File: src/rtl/alu_acc_sequencer.sv
// Accumulator/flag sequencer wrapped around an external 8-bit full adder.
// Runs single-cycle arithmetic ops and an 8-step shift-add multiply through the same adder.
module alu_acc_sequencer #(
  parameter bit MUL_EN = 1'b1
) (
  input  logic       clk,
  input  logic       rst,
  input  logic       in_valid,
  output logic       in_ready,
  input  logic [2:0] in_op,
  input  logic [7:0] in_operand,
  output logic [7:0] adder_a,
  output logic [7:0] adder_b,
  output logic       adder_cin,
  input  logic [7:0] adder_sum,
  input  logic       adder_cout,
  output logic       out_valid,
  input  logic       out_ready,
  output logic [7:0] result,
  output logic       flag_c,
  output logic       flag_z,
  output logic       flag_n,
  output logic       flag_v,
  output logic       err,
  output logic [1:0] dbg_state
);

  // Handshakes: an op transfers on the rising edge where in_valid & in_ready;
  // out_valid then holds until the rising edge where out_valid & out_ready.

  typedef enum logic [1:0] {
    S_IDLE = 2'd0,
    S_EXEC = 2'd1,
    S_MUL  = 2'd2,
    S_DONE = 2'd3
  } state_t;

  localparam logic [2:0] OP_LOAD = 3'd0;
  localparam logic [2:0] OP_ADD  = 3'd1;
  localparam logic [2:0] OP_ADC  = 3'd2;
  localparam logic [2:0] OP_SUB  = 3'd3;
  localparam logic [2:0] OP_SBC  = 3'd4;
  localparam logic [2:0] OP_MUL  = 3'd5;
  localparam logic [2:0] OP_CMP  = 3'd6;

  state_t      state, state_next;
  logic [2:0]  op_q;
  logic [7:0]  operand_q;
  logic [7:0]  acc;
  logic [7:0]  mul_hi, mul_lo, mcand;
  logic [2:0]  mul_count;
  logic [7:0]  mul_hi_next, mul_lo_next;
  logic        arith_v;

  assign in_ready  = (state == S_IDLE);
  assign out_valid = (state == S_DONE);
  assign result    = acc;
  assign dbg_state = state;

  always_ff @(posedge clk or posedge rst) begin
    if (rst) state <= S_IDLE;
    else     state <= state_next;
  end

  always_comb begin
    state_next = state;
    case (state)
      S_IDLE: if (in_valid) state_next = (in_op == OP_MUL && MUL_EN) ? S_MUL : S_EXEC;
      S_EXEC: state_next = S_DONE;
      S_MUL:  if (mul_count == 3'd7) state_next = S_DONE;
      S_DONE: if (out_ready) state_next = S_IDLE;
      default: state_next = S_IDLE;
    endcase
  end

  // Subtraction is a + ~b + cin, so C=1 means no borrow.
  always_comb begin
    adder_a   = 8'h00;
    adder_b   = 8'h00;
    adder_cin = 1'b0;
    if (state == S_EXEC) begin
      case (op_q)
        OP_ADD: begin
          adder_a = acc;
          adder_b = operand_q;
        end
        OP_ADC: begin
          adder_a   = acc;
          adder_b   = operand_q;
          adder_cin = flag_c;
        end
        OP_SUB, OP_CMP: begin
          adder_a   = acc;
          adder_b   = ~operand_q;
          adder_cin = 1'b1;
        end
        OP_SBC: begin
          adder_a   = acc;
          adder_b   = ~operand_q;
          adder_cin = flag_c;
        end
        default: ;
      endcase
    end else if (state == S_MUL) begin
      adder_a = mul_hi;
      adder_b = mul_lo[0] ? mcand : 8'h00;
    end
  end

  assign arith_v     = (adder_a[7] == adder_b[7]) & (adder_sum[7] != adder_a[7]);
  assign mul_hi_next = {adder_cout, adder_sum[7:1]};
  assign mul_lo_next = {adder_sum[0], mul_lo[7:1]};

  always_ff @(posedge clk or posedge rst) begin
    if (rst) begin
      op_q      <= 3'd0;
      operand_q <= 8'h00;
      acc       <= 8'h00;
      flag_c    <= 1'b0;
      flag_z    <= 1'b0;
      flag_n    <= 1'b0;
      flag_v    <= 1'b0;
      err       <= 1'b0;
      mul_hi    <= 8'h00;
      mul_lo    <= 8'h00;
      mcand     <= 8'h00;
      mul_count <= 3'd0;
    end else begin
      case (state)
        S_IDLE: if (in_valid) begin
          op_q      <= in_op;
          operand_q <= in_operand;
          mul_hi    <= 8'h00;
          mul_lo    <= in_operand;
          mcand     <= acc;
          mul_count <= 3'd0;
        end
        S_EXEC: begin
          err <= 1'b0;
          case (op_q)
            OP_LOAD: begin
              acc    <= operand_q;
              flag_z <= (operand_q == 8'h00);
              flag_n <= operand_q[7];
              flag_v <= 1'b0;
            end
            OP_ADD, OP_ADC, OP_SUB, OP_SBC: begin
              acc    <= adder_sum;
              flag_c <= adder_cout;
              flag_z <= (adder_sum == 8'h00);
              flag_n <= adder_sum[7];
              flag_v <= arith_v;
            end
            OP_CMP: begin
              flag_c <= adder_cout;
              flag_z <= (adder_sum == 8'h00);
              flag_n <= adder_sum[7];
              flag_v <= arith_v;
            end
            // 111, or MUL when the multiplier is disabled
            default: err <= 1'b1;
          endcase
        end
        S_MUL: begin
          mul_hi    <= mul_hi_next;
          mul_lo    <= mul_lo_next;
          mul_count <= mul_count + 3'd1;
          if (mul_count == 3'd7) begin
            acc    <= mul_lo_next;
            flag_c <= (mul_hi_next != 8'h00);
            flag_z <= (mul_lo_next == 8'h00);
            flag_n <= mul_lo_next[7];
            flag_v <= 1'b0;
            err    <= 1'b0;
          end
        end
        default: ;
      endcase
    end
  end

endmodule

File: config.mk
export PLATFORM = sky130hd
export DESIGN_NAME = alu_acc_sequencer
export DESIGN_NICKNAME = d
export VERILOG_FILES = /design/src/rtl/alu_acc_sequencer.sv
export SDC_FILE = /design/constraint.sdc
export NUM_CORES = 1
export LEC_CHECK = 0
export ABC_AREA = 1
export BUFFER_PORTS_ARGS = -buffer_cell sky130_fd_sc_hd__buf_2
export CAP_MARGIN = 20
export CORE_AREA = 2 2 74 76
export DETAILED_ROUTE_END_ITERATION = 10
export DIE_AREA = 0 0 76 78
export PLACE_DENSITY_LB_ADDON = 0.08
export SLEW_MARGIN = 5
export SYNTH_ARGS = -nofsm -noshare
export SYNTH_HDL_FRONTEND = slang
export SYNTH_SLANG_ARGS = --single-unit
File: constraint.sdc
create_clock -name clk -period 3.1 [get_ports clk]
set_clock_uncertainty 0.15 [all_clocks]
set_input_delay 0.93 -clock clk [delete_from_list [all_inputs] [get_ports clk]]
set_output_delay 0.93 -clock clk [all_outputs]
set_load 0.03 [all_outputs]
## Yosys cells after proc, flatten, opt, wreduce, memory -nomap -nowiden

Index checks and enable logic that the tools add are counted.

| word-level totals | value |
|---|---|
| flip-flop bits (word level) | 53 |
| input port bits | 24 |
| word-level logic and storage cells | 93 |

| operators by class | value |
|---|---|
| add/sub/neg operators | 1 |
| eq/ne operators | 18 |
| muxes and demuxes | 37 |
| bitwise operators | 2 |
| reduce and logical (&&, ||, !) cells | 22 |

Operators by type and width:

| cell | count |
|---|---|
| case mux 8 bit (2 select lines) | 5 |
| 2-to-1 mux 8 bit | 9 |
| logical NOT 8 bit | 3 |
| case mux 1 bit (2 select lines) | 9 |
| == test 3 bit, second input constant | 4 |
| AND reduction 3 bit | 4 |
| 2-to-1 mux 2 bit | 4 |
| NOT 8 bit | 1 |
| case mux 2 bit (4 select lines) | 1 |
| nonzero test 8 bit | 1 |
| 2-to-1 mux 1 bit | 7 |
| == test 3 x 2 -> 1 bit, second input constant | 2 |
| case mux 3 bit (2 select lines) | 1 |
| AND reduction 2 bit | 3 |
| OR reduction 2 bit | 3 |
| OR reduction 6 bit | 1 |
| OR reduction 5 bit | 1 |
| == test 2 bit, second input constant | 2 |
| inequality test 2 x 1 -> 1 bit, second input constant | 2 |
| inequality test 2 bit, second input constant | 2 |
| nonzero test 2 bit | 2 |
| OR reduction 4 bit | 1 |
| adder 3 x 1 -> 3 bit, second input constant | 1 |
| == test 3 x 1 -> 1 bit, second input constant | 1 |
| other kinds (10) | 10 |

## Longest topological paths before layout

Gate-level depths: netlist of the first run.

| depth | value |
|---|---|
| depth after elaboration | 8 |
| mapped depth | 11 |

## Worst setup path before layout of the first run

OpenSTA, ideal clock, no wires.

| timing | value |
|---|---|
| path type | register -> output |
| start point | register state[1], in the netlist dbg_state[1] |
| end point | output port adder_a[0] |
| arrival | 1.894 ns |
| path slack | 0.126 ns |
| stages on the path, launching flop included | 6 |
| cells stage by stage | dfrtp_1 inv_1 ha_1 inv_2 buf_2 o32ai_1 |

| between the ends | value |
|---|---|
| longest elaborated chain between the ends | 3 |
| elaborated cells on any way between the ends | 4 |

RTL lines:

| element | line | RTL |
|---|---|---|
| start: declaration | 46 | `state_t state, state_next;` |
| start signal: assignment | 62 | `else state <= state_next;` |
| == test 2 bit | 104 | `end else if (state == S_MUL) begin` |
| 2-to-1 mux 8 bit | 104 |  |
| 2-to-1 mux 8 bit (*) | 81 | `if (state == S_EXEC) begin` |
| end: declaration | 12 | `output logic [7:0] adder_a,` |

Every way passes the cells marked *; elsewhere a longest branch is shown, timed or not.

## Worst setup path in the final report of the first run

| timing | value |
|---|---|
| start point | register state[1], in the netlist dbg_state[1] |
| end point | output port adder_b[7] |

| between the ends | value |
|---|---|
| longest elaborated chain between the ends | 3 |
| elaborated cells on any way between the ends | 4 |

RTL lines:

| element | line | RTL |
|---|---|---|
| == test 2 bit | 104 |  |
| 2-to-1 mux 8 bit | 104 |  |
| 2-to-1 mux 8 bit (*) | 81 |  |
| end: declaration | 13 | `output logic [7:0] adder_b,` |

Marked as above.

==> flow_summary.json, run 1 <==
{
  "synthDistinctLibCells": 31,
  "dpl_cell_area_um2": 3270,
  "area_growth_pct": 15.8,
  "tightest_slew_ns": 0.744,
  "slew_headroom": 0.501,
  "synthAdderAreaFrac": 0.0257,
  "rr_worst_depth": 10,
  "internal_power_uw": 2000,
  "synth_compound_area_frac": 0.197,
  "postRouteAntennaNets": 0,
  "period_minus_slack_ns": 3.01,
  "p_sw_uw": 2320,
  "path_cells": "inv_1, ha_1, clkinv_4, nand2_4, nor2_4, nand2_1, nand2_1, buf_2",
  "dpl.cell_count": 500,
  "grt_use_met2": 0.448,
  "power.leakage_uw": 0.00177,
  "cts_root_buf": "clkbuf_8",
  "core.rowCount": 26,
  "run_status": "complete, no violations",
  "final_cell_area_um2": 3390,
  "tritoncts": "yes",
  "pwr_density_cell_nw_per_um2": 1280,
  "h-tree-depth": 2,
  "portBuffers": 57,
  "syn_avg_cell_area_um2": 7.64,
  "cp.required_ns": 2.02,
  "finish.utilization": 0.672,
  "wl_um": 7930,
  "viasPerCell": 5.55,
  "clkSinkCount": 53,
  "gr-total-overflow": 0,
  "clock.fmax_mhz": 332,
  "antenna_found_initial": 0,
  "synthXorXnorAreaFrac": 0,
  "final_common_cell": "nand2_1",
  "antenna_cells": 0,
  "routedWlPerCell_um": 15.6,
  "die_w_um": 76,
  "insertion_delay_ns": 0.31,
  "netlist_instances": 383,
  "max_stage_delay_ns": 0.40,
  "synth.yosys.seq_area_share": 0.453,
  "synth.cell_area_um2": 2930,
  "critPathMaxFanout": 11,
  "hpwl_um": 5830,
  "hold_depth": 2,
  "pwr-share-comb": 0.616,
  "dr_total_vias": 2824,
  "busiest_layer": "met2",
  "vdd_drop_max_mv": 0.900,
  "muxShareOfSynthArea": 0.00727,
  "grt_max_degree": 33,
  "die_area_um2": 5930,
  "grt_pass1_wl_um": 13200,
  "grt_pass1_vias": 2756,
  "nNetsFinal": 469,
  "die_h_um": 78,
  "clkPwrFrac": 0.093,
  "dr.pass1.iters": 5,
  "maxCapViolations": 0,
  "synth_nets": 413,
  "grtUsageMet3": 0.0442,
  "startpoint_type": "register",
  "worst-setup-path-type": "register to primary output",
  "dr.first_iter.drc_count": 270,
  "synth_top_family_by_area": "simple AND/OR/NAND/NOR gates",
  "start_util": 0.580,
  "maxSlewViolCount": 0,
  "cp.arrival_ns": 1.93,
  "track_usage": 0.283,
  "drive_above_1_share": 0.210,
  "crit_path_end_kind": "primary output",
  "io_pins": 58,
  "final_cell_mix": "nand2_1, buf_2, inv_1, dfrtp_1, o21ai_0",
  "clk_pin_slew_ns": 0.10,
  "core-area_um2": 5040,
  "yosys.area_share.simple": 0.209,
  "ys_ff_latch": 53,
  "setup_viol": 0,
  "place_congestion": 0.888,
  "hold_class": "register to register",
  "min_period_over_period": 0.972,
  "grt_use_met1": 0.399,
  "yosys_warnings": 0,
  "final_cells": 509,
  "crit_top_cell": "nand2_1",
  "setup_tns_ns": 0,
  "switching_share": 0.537,
  "critPathSlowestCell": "dfrtp_1",
  "cts_buffers": 5,
  "pwr-share-seq": 0.292,
  "drcViolationCount": 0,
  "cts_max_path_buffers": 2,
  "hold_viol": 0
}
final timing paths:
path | from | endpoint | slack [ns]
max | dbg_state[1] | adder_b[7] | 0.09
min | mcand[5] | mcand[5] | 0.35
max reg2reg | dbg_state[0] | result[4] | 0.76
min reg2reg | mcand[5] | mcand[5] | 0.35
max in group asynchronous | rst | result[2] | 1.69
min in group asynchronous | rst | op_q[1] | 0.53
cell usage after synthesis, drive strengths merged:
master | count | share of area
ha | 6 | 0.026
o211ai | 1 | 0.0026
a21oi | 31 | 0.053
nor3 | 3 | 0.0051
o21a | 1 | 0.0026
nor2 | 25 | 0.036
clkbuf | 5 | 0.0064
buf | 10 | 0.020
nand4 | 3 | 0.0064
dfrtp | 53 | 0.45
mux2i | 1 | 0.0034
inv | 64 | 0.082
a31oi | 2 | 0.0043
o32ai | 7 | 0.021
mux2 | 1 | 0.0038
nand3 | 28 | 0.051
nand2 | 79 | 0.11
or2 | 1 | 0.0021
o22ai | 9 | 0.019
o21ai | 53 | 0.094
layer usage:
| layer | vias to the layer above | part of all wire |
|---|---|---|
| li1 | 1362 | - |
| met5 | - | 0 |
| met4 | 0 | 0.021 |
| met2 | 118 | 0.47 |
| met3 | 16 | 0.064 |
| met1 | 1328 | 0.44 |
flip-flops by register name, summed over array words and instances (netlist names):
name       cells
mul_hi         8
mul_count      3
flag_c         1
dbg_state      2
op_q           3
result         8
flag_v         1
flag_z         1
mul_lo         8
flag_n         1
err            1
operand_q      8
mcand          8
power by group through the flow:
stage | clock network (µW) | logic [µW] | registers [µW]
floorplan | 0 | 1790 | 1390
detailed placement | 0 | 2570 | 1270
finish | 400 | 2660 | 1260
global placement | 0 | 2520 | 1260
CTS | 401 | 2600 | 1260
global route | 429 | 2940 | 1310
timing repair:
action,4_1_cts,5_1_grt
pin swaps,0,1
gates resized for setup,2,2
hold buffers,0,0
setup endpoints to repair,8,8
buffers inserted,0,2
cells by family after synthesis:
family,Yosys count
muxes,2
adders and majority gates,6
buffers and inverters,79
DFF,53
AOI/OAI and AO/OA,104
and+or+nand+nor,139
stage by stage:
stage               setup slack, ns  power, µW  hold WS, ns
CTS                         0.00375       4260        0.349
finish                       0.0877       4330        0.348
global placement              0.222       3780        0.317
global route               -0.00820       4680        0.374
floorplan                     0.126       3180        0.303
detailed placement            0.147       3840        0.326
worst max-delay path: cells and delay by family (launching register included):
family                     cells  cell delay, ns
buffers and inverters          3            0.43
DFF                            1            0.40
adders and majority gates      1            0.23
and+or+nand+nor                4            0.57
area by class of cell:
cell class                      count  area (µm²)
Fill cell                         458        1650
Sequential cell                    53        1330
Multi-Input combinational cell    251        1290
Timing Repair Buffer               64         350
Inverter                           64         245
Tap cell                           70        87.6
Clock buffer                        7        86.3
(Power assumes the default switching activity.)
==> run 2, diff against run 1 <==
--- a/config.mk
+++ b/config.mk
@@ -8,9 +8,9 @@
 export ABC_AREA = 1
 export BUFFER_PORTS_ARGS = -buffer_cell sky130_fd_sc_hd__buf_2
 export CAP_MARGIN = 20
-export CORE_AREA = 2 2 74 76
+export CORE_AREA = 2 2 57 99
 export DETAILED_ROUTE_END_ITERATION = 10
-export DIE_AREA = 0 0 76 78
+export DIE_AREA = 0 0 59 101
 export PLACE_DENSITY_LB_ADDON = 0.08
 export SLEW_MARGIN = 5
 export SYNTH_ARGS = -nofsm -noshare
==> run 2 against run 1 <==
Net effect: sequential cell count is the same; critical path depth is the same; first-iteration DRC count shrank 15%; sequential power is essentially flat; critical path type unchanged; cell area is essentially flat; global-route usage grew 0.31 points; fmax grew 0.80%; register-to-register slack gained 0.10 ns; highest routed layer unchanged.
==> flow_summary.json, run 2 (synthesis gave the netlist of run 1 again) <==
{
  "dpl_cell_area_um2": 3250,
  "whs_ns": 0.334,
  "clk_pin_slew_ns": 0.09,
  "die_area_um2": 5960,
  "hpwl_um": 5910,
  "final_cells": 493,
  "clock.fmax_mhz": 335,
  "viasPerCell": 5.65,
  "tightest_slew_ns": 0.752,
  "core.rowCount": 35,
  "startpoint_type": "register",
  "dpl.cell_count": 485,
  "dr.first_iter.drc_count": 229,
  "switching_share": 0.529,
  "pwr-share-seq": 0.289,
  "die_w_um": 59,
  "min_period_over_period": 0.964,
  "wl_um": 7830,
  "fin_ws_ns": 0.111,
  "crit_path_end_kind": "primary output",
  "tritoncts": "yes",
  "pwr-share-comb": 0.601,
  "cts_root_buf": "clkbuf_8",
  "period_minus_slack_ns": 2.99,
  "cts_max_path_buffers": 2,
  "antenna_cells": 0,
  "maxSlewViolCount": 0,
  "core-area_um2": 5170,
  "dp_worst_setup_slack_ns": 0.142,
  "dr.pass1.iters": 5,
  "antenna_found_initial": 0,
  "insertion_delay_ns": 0.31,
  "area_growth_pct": 15.7,
  "grt_pass1_wl_um": 12800,
  "grt_pass1_vias": 2589,
  "cp.required_ns": 2.02,
  "power.leakage_uw": 0.00177,
  "die_h_um": 101,
  "pwr_density_cell_nw_per_um2": 1290,
  "h-tree-depth": 2,
  "postRouteAntennaNets": 0,
  "internal_power_uw": 2060,
  "setup_viol": 0,
  "cts_buffers": 5,
  "critPathMaxFanout": 11,
  "hold_viol": 0,
  "slew_headroom": 0.495,
  "final_cell_area_um2": 3390,
  "place_congestion": 0.920,
  "p_sw_uw": 2320,
  "vdd_drop_max_mv": 0.871,
  "final_cell_mix": "nand2_1, buf_2, inv_1, dfrtp_1, o21ai_0",
  "run_status": "complete, no violations",
  "grt_max_degree": 34,
  "worst-setup-path-type": "register to primary output",
  "final_common_cell": "nand2_1",
  "drcViolationCount": 0,
  "maxCapViolations": 0,
  "cp.arrival_ns": 1.91,
  "routedWlPerCell_um": 15.9,
  "drive_above_1_share": 0.208,
  "start_util": 0.566,
  "finalPower_uw": 4380,
  "track_usage": 0.286,
  "hold_class": "register to register",
  "portBuffers": 57,
  "clkSinkCount": 53,
  "clkPwrFrac": 0.110,
  "io_pins": 58,
  "gr-total-overflow": 0,
  "r2r_slack_ns": 0.86,
  "nNetsFinal": 467,
  "dr_total_vias": 2784
}
run 2: changes by cell type in the layout (fill, tap and decap cells not counted):
cell,before,now
buf_4,6,3
buf_2,57,56
buf_6,0,1
bufinv_16,0,1
clkbuf_4,0,1
clkbuf_8,6,5
clkinv_4,1,2
run 2: per-layer routing:
| metal | up-vias | track usage | wire length, µm |
|---|---|---|---|
| li1 | 1360 | - | - |
| met1 | 1305 | 0.390 | 3190 |
| met2 | 106 | 0.459 | 4020 |
| met3 | 13 | 0.0308 | 415 |
| met4 | 0 | 0.114 | 194 |
| met5 | - | 0 | 0 |
run 2: critical path: stages, from the launching register on:
cell and delay (ns):
dfrtp_1 0.40, inv_1 0.09, ha_1 0.24, clkinv_4 0.14
nand2_4 0.12, nor2_4 0.22, nand2_1 0.10, nand2_1 0.10
clkbuf_4 0.19
run 2: power by group through the flow:
stage          sequential [µW]  clock, µW  combinational [µW]
3_3_place_gp              1270          0                2540
4_1_cts                   1270        487                2600
5_1_grt                   1310        505                2920
3_5_place_dp              1280          0                2570
2_1_floorplan             1390          0                1790
6_report                  1270        480                2630
run 2: layout make-up:
| cell class | instances | area, µm² |
|---|---|---|
| clock buffers | 6 | 72.6 |
| clock inverters | 2 | 38.8 |
| fillers | 495 | 1780 |
| inverters | 64 | 245 |
| multi-input cells | 251 | 1290 |
| flip-flops and latches | 53 | 1330 |
| well taps | 55 | 68.8 |
| repair buffers | 62 | 342 |
run 2: worst paths after layout:
kind	to	cells past startpoint	start
worst max register to register	result[5]	10	dbg_state[0]
worst min register to register	flag_v	2	flag_v
worst max-delay path	adder_b[7]	8	dbg_state[1]
max in group asynchronous	mul_lo[6]	3	rst
worst min-delay path	flag_v	2	flag_v
min in group asynchronous	op_q[1]	2	rst
run 2: through the flow:
step	utilization	TNS (ns)
finish	0.655	0
global route	0.655	-0.00165
CTS	0.654	0
detailed placement	0.630	0
global placement	0.630	0
floorplan	-	0
run 2: repair_timing:
item | 4_1_cts | 5_1_grt
buffers inserted | 0 | 0
pin swaps | 1 | 1
endpoints found under the setup margin | 8 | 7
hold buffers | 0 | 0
resized for setup | 3 | 3
==> run 3, diff against run 2 <==
--- a/config.mk
+++ b/config.mk
@@ -5,12 +5,11 @@
 export SDC_FILE = /design/constraint.sdc
 export NUM_CORES = 1
 export LEC_CHECK = 0
-export ABC_AREA = 1
+export ABC_AREA = 0
 export BUFFER_PORTS_ARGS = -buffer_cell sky130_fd_sc_hd__buf_2
-export CAP_MARGIN = 20
-export CORE_AREA = 2 2 57 99
+export CORE_AREA = 2 2 56 98
 export DETAILED_ROUTE_END_ITERATION = 10
-export DIE_AREA = 0 0 59 101
+export DIE_AREA = 0 0 58 100
 export PLACE_DENSITY_LB_ADDON = 0.08
 export SLEW_MARGIN = 5
 export SYNTH_ARGS = -nofsm -noshare
==> run 3 against run 2 <==
Net effect: worst setup slack lost 0.069 ns; critical path depth shrank 1; fmax shrank 2.3%; first-iteration DRC count shrank 71%; synthesized cell count shrank 28%.
==> flow_summary.json, run 3 <==
{
  "synth_nets": 305,
  "critPathMaxFanout": 9,
  "dr.pass1.iters": 4,
  "die_h_um": 100,
  "synth-edff-count": 0,
  "maxCapViolations": 0,
  "synth.cell_area_um2": 2900,
  "hpwl_um": 5670,
  "crit_family": "simple AND/OR/NAND/NOR gates",
  "synth_common_cells": "dfrtp_1, nand2_1, a22o_1",
  "worst-setup-path-type": "register to primary output",
  "ys_ff_latch": 53,
  "max_stage_delay_ns": 0.42,
  "hold_end": "flag_n",
  "area_growth_pct": 16.4,
  "startpoint_type": "register",
  "cts_hold_buf": 0,
  "grtUsageMet3": 0.0258,
  "tritoncts": "yes",
  "grt_pass1_wl_um": 12000,
  "nNetsFinal": 363,
  "die_w_um": 58,
  "viasPerCell": 6.24,
  "seqCellArea_um2": 1330,
  "synth_largest_area_cell": "dfrtp_1",
  "syn_avg_cell_area_um2": 10.5,
  "critPathBufInv": 3,
  "hold_viol": 0,
  "h-tree-depth": 2,
  "netlist_instances": 275,
  "yosysMostFrequentCell": "dfrtp_1",
  "busiest_layer": "met2",
  "grt_use_met1": 0.304,
  "reg2reg_to": "flag_v",
  "antenna_cells": 0,
  "synth_area_leaders": "dfrtp_1, mux2_2, a22o_1",
  "io_pins": 58,
  "place_congestion": 0.924,
  "cp.required_ns": 2.02,
  "cp.arrival_ns": 1.98,
  "critPathSlowestCell": "dfrtp_1",
  "rr_worst_depth": 7,
  "clk_pin_slew_ns": 0.09,
  "track_usage": 0.274,
  "vdd_drop_max_mv": 1.06,
  "hold_class": "register to register",
  "dpl_cell_area_um2": 3250,
  "maxSlewViolCount": 0,
  "final_cell_area_um2": 3380,
  "min_period_over_period": 0.986,
  "final_cell_mix": "buf_2, dfrtp_1, nand2_1, a22o_1, mux2_2",
  "postRouteAntennaNets": 0,
  "post_cts_buffers": 0,
  "tightest_slew_ns": 0.671,
  "hold_start": "flag_n",
  "pwr_density_cell_nw_per_um2": 1290,
  "multi_input_area_um2": 1460,
  "gr-total-overflow": 0,
  "r2r_slack_ns": 0.86,
  "insertion_delay_ns": 0.31,
  "drcViolationCount": 0,
  "synthDistinctLibCells": 44,
  "wl_um": 7500,
  "core.rowCount": 35,
  "period_minus_slack_ns": 3.06,
  "run_status": "complete, no violations",
  "cts_resized": 3,
  "finalPower_uw": 4350,
  "yosys_warnings": 0,
  "start_util": 0.571,
  "grt_pass1_vias": 2412,
  "setup_viol": 0,
  "synth_top_area_share": 0.457,
  "routedWlPerCell_um": 19.3,
  "core-area_um2": 5080,
  "drive_above_1_share": 0.311,
  "power.leakage_uw": 0.00162,
  "die_area_um2": 5800,
  "cts_max_path_buffers": 2,
  "portBuffers": 57,
  "grt_use_met2": 0.503,
  "ys.flop_type": "dfrtp_1",
  "final_common_cell": "buf_2",
  "synth.yosys.seq_area_share": 0.457,
  "slew_headroom": 0.553,
  "clkSinkCount": 53,
  "reg2reg_from": "dbg_state[0]",
  "clock.fmax_mhz": 327,
  "hold_depth": 2,
  "crit_path_end_kind": "primary output",
  "antenna_found_initial": 0,
  "dr.first_iter.drc_count": 66,
  "crit_top_cell": "buf_4",
  "cts_root_buf": "clkbuf_8",
  "rsz0062_at_grt": "true",
  "synth-async-reset-ratio": 1.00,
  "dr_total_vias": 2427,
  "cts_buffers": 5,
  "path_cells": "inv_1, ha_2, buf_4, and3b_2, nand2_1, nand3_1, buf_4",
  "fillers": 450,
  "grt_max_degree": 54
}
-- run 3: metal layers --
metal,share of wire,vias up,wire length (µm)
li1,-,1136,-
met1,0.38,1191,2840
met2,0.55,76,4110
met3,0.034,24,257
met4,0.039,0,296
met5,0,-,0
-- run 3: where the power goes --
group          switching [µW]  internal (µW)  total [µW]
clock                     227            263         490
sequential                355           1030        1390
combinational            1500            974        2480
total                    2080           2270        4350
-- run 3: worst register-to-register path, stage by stage, from the launching register on --
cell	delay, ns
dfrtp_1	0.41
inv_1	0.09
ha_1	0.25
buf_4	0.18
or3b_1	0.37
a2111o_1	0.39
a31o_1	0.21
o311ai_1	0.09
-- run 3: worst max-delay path by stage --
stage	to	depth (start not counted)	slack [ns]	from
after floorplan	adder_cin	5	0.008	dbg_state[1]
after CTS	adder_b[6]	6	0.002	dbg_state[1]
final	adder_b[7]	7	0.04	dbg_state[1]
after global routing	adder_a[5]	5	-0.04	dbg_state[0]
after global placement	adder_b[7]	7	0.29	dbg_state[1]
after detailed placement	adder_b[7]	7	0.23	dbg_state[1]
-- run 3: cell families after synthesis --
group,share of synthesized area
adders and majority gates,0.0259
muxes,0.129
xor gates and xnor gates,0.00302
buffers and inverters,0.0423
DFF,0.457
and+or+nand+nor,0.155
AOI/OAI and AO/OA,0.187
-- run 3: final cells by class --
| type | count | share of cell area |
|---|---|---|
| Clock buffer | 6 | 0.0245 |
| Clock inverter | 2 | 0.0111 |
| Inverter | 7 | 0.00778 |
| Multi-Input combinational cell | 197 | 0.431 |
| Sequential cell | 53 | 0.393 |
| Tap cell | 55 | 0.0204 |
| Timing Repair Buffer | 69 | 0.112 |
-- run 3: stage by stage --
step / setup TNS (ns) / util / instances / worst slack [ns] / hold WS (ns)
floorplan: 0 / - / 275 / 0.00827 / 0.293
global placement: 0 / 0.639 / 381 / 0.289 / 0.318
detailed placement: 0 / 0.639 / 381 / 0.232 / 0.326
CTS: 0 / 0.664 / 389 / 0.00185 / 0.347
global route: -0.326 / 0.665 / 389 / -0.0407 / 0.371
finish: 0 / 0.665 / 389 / 0.0423 / 0.343
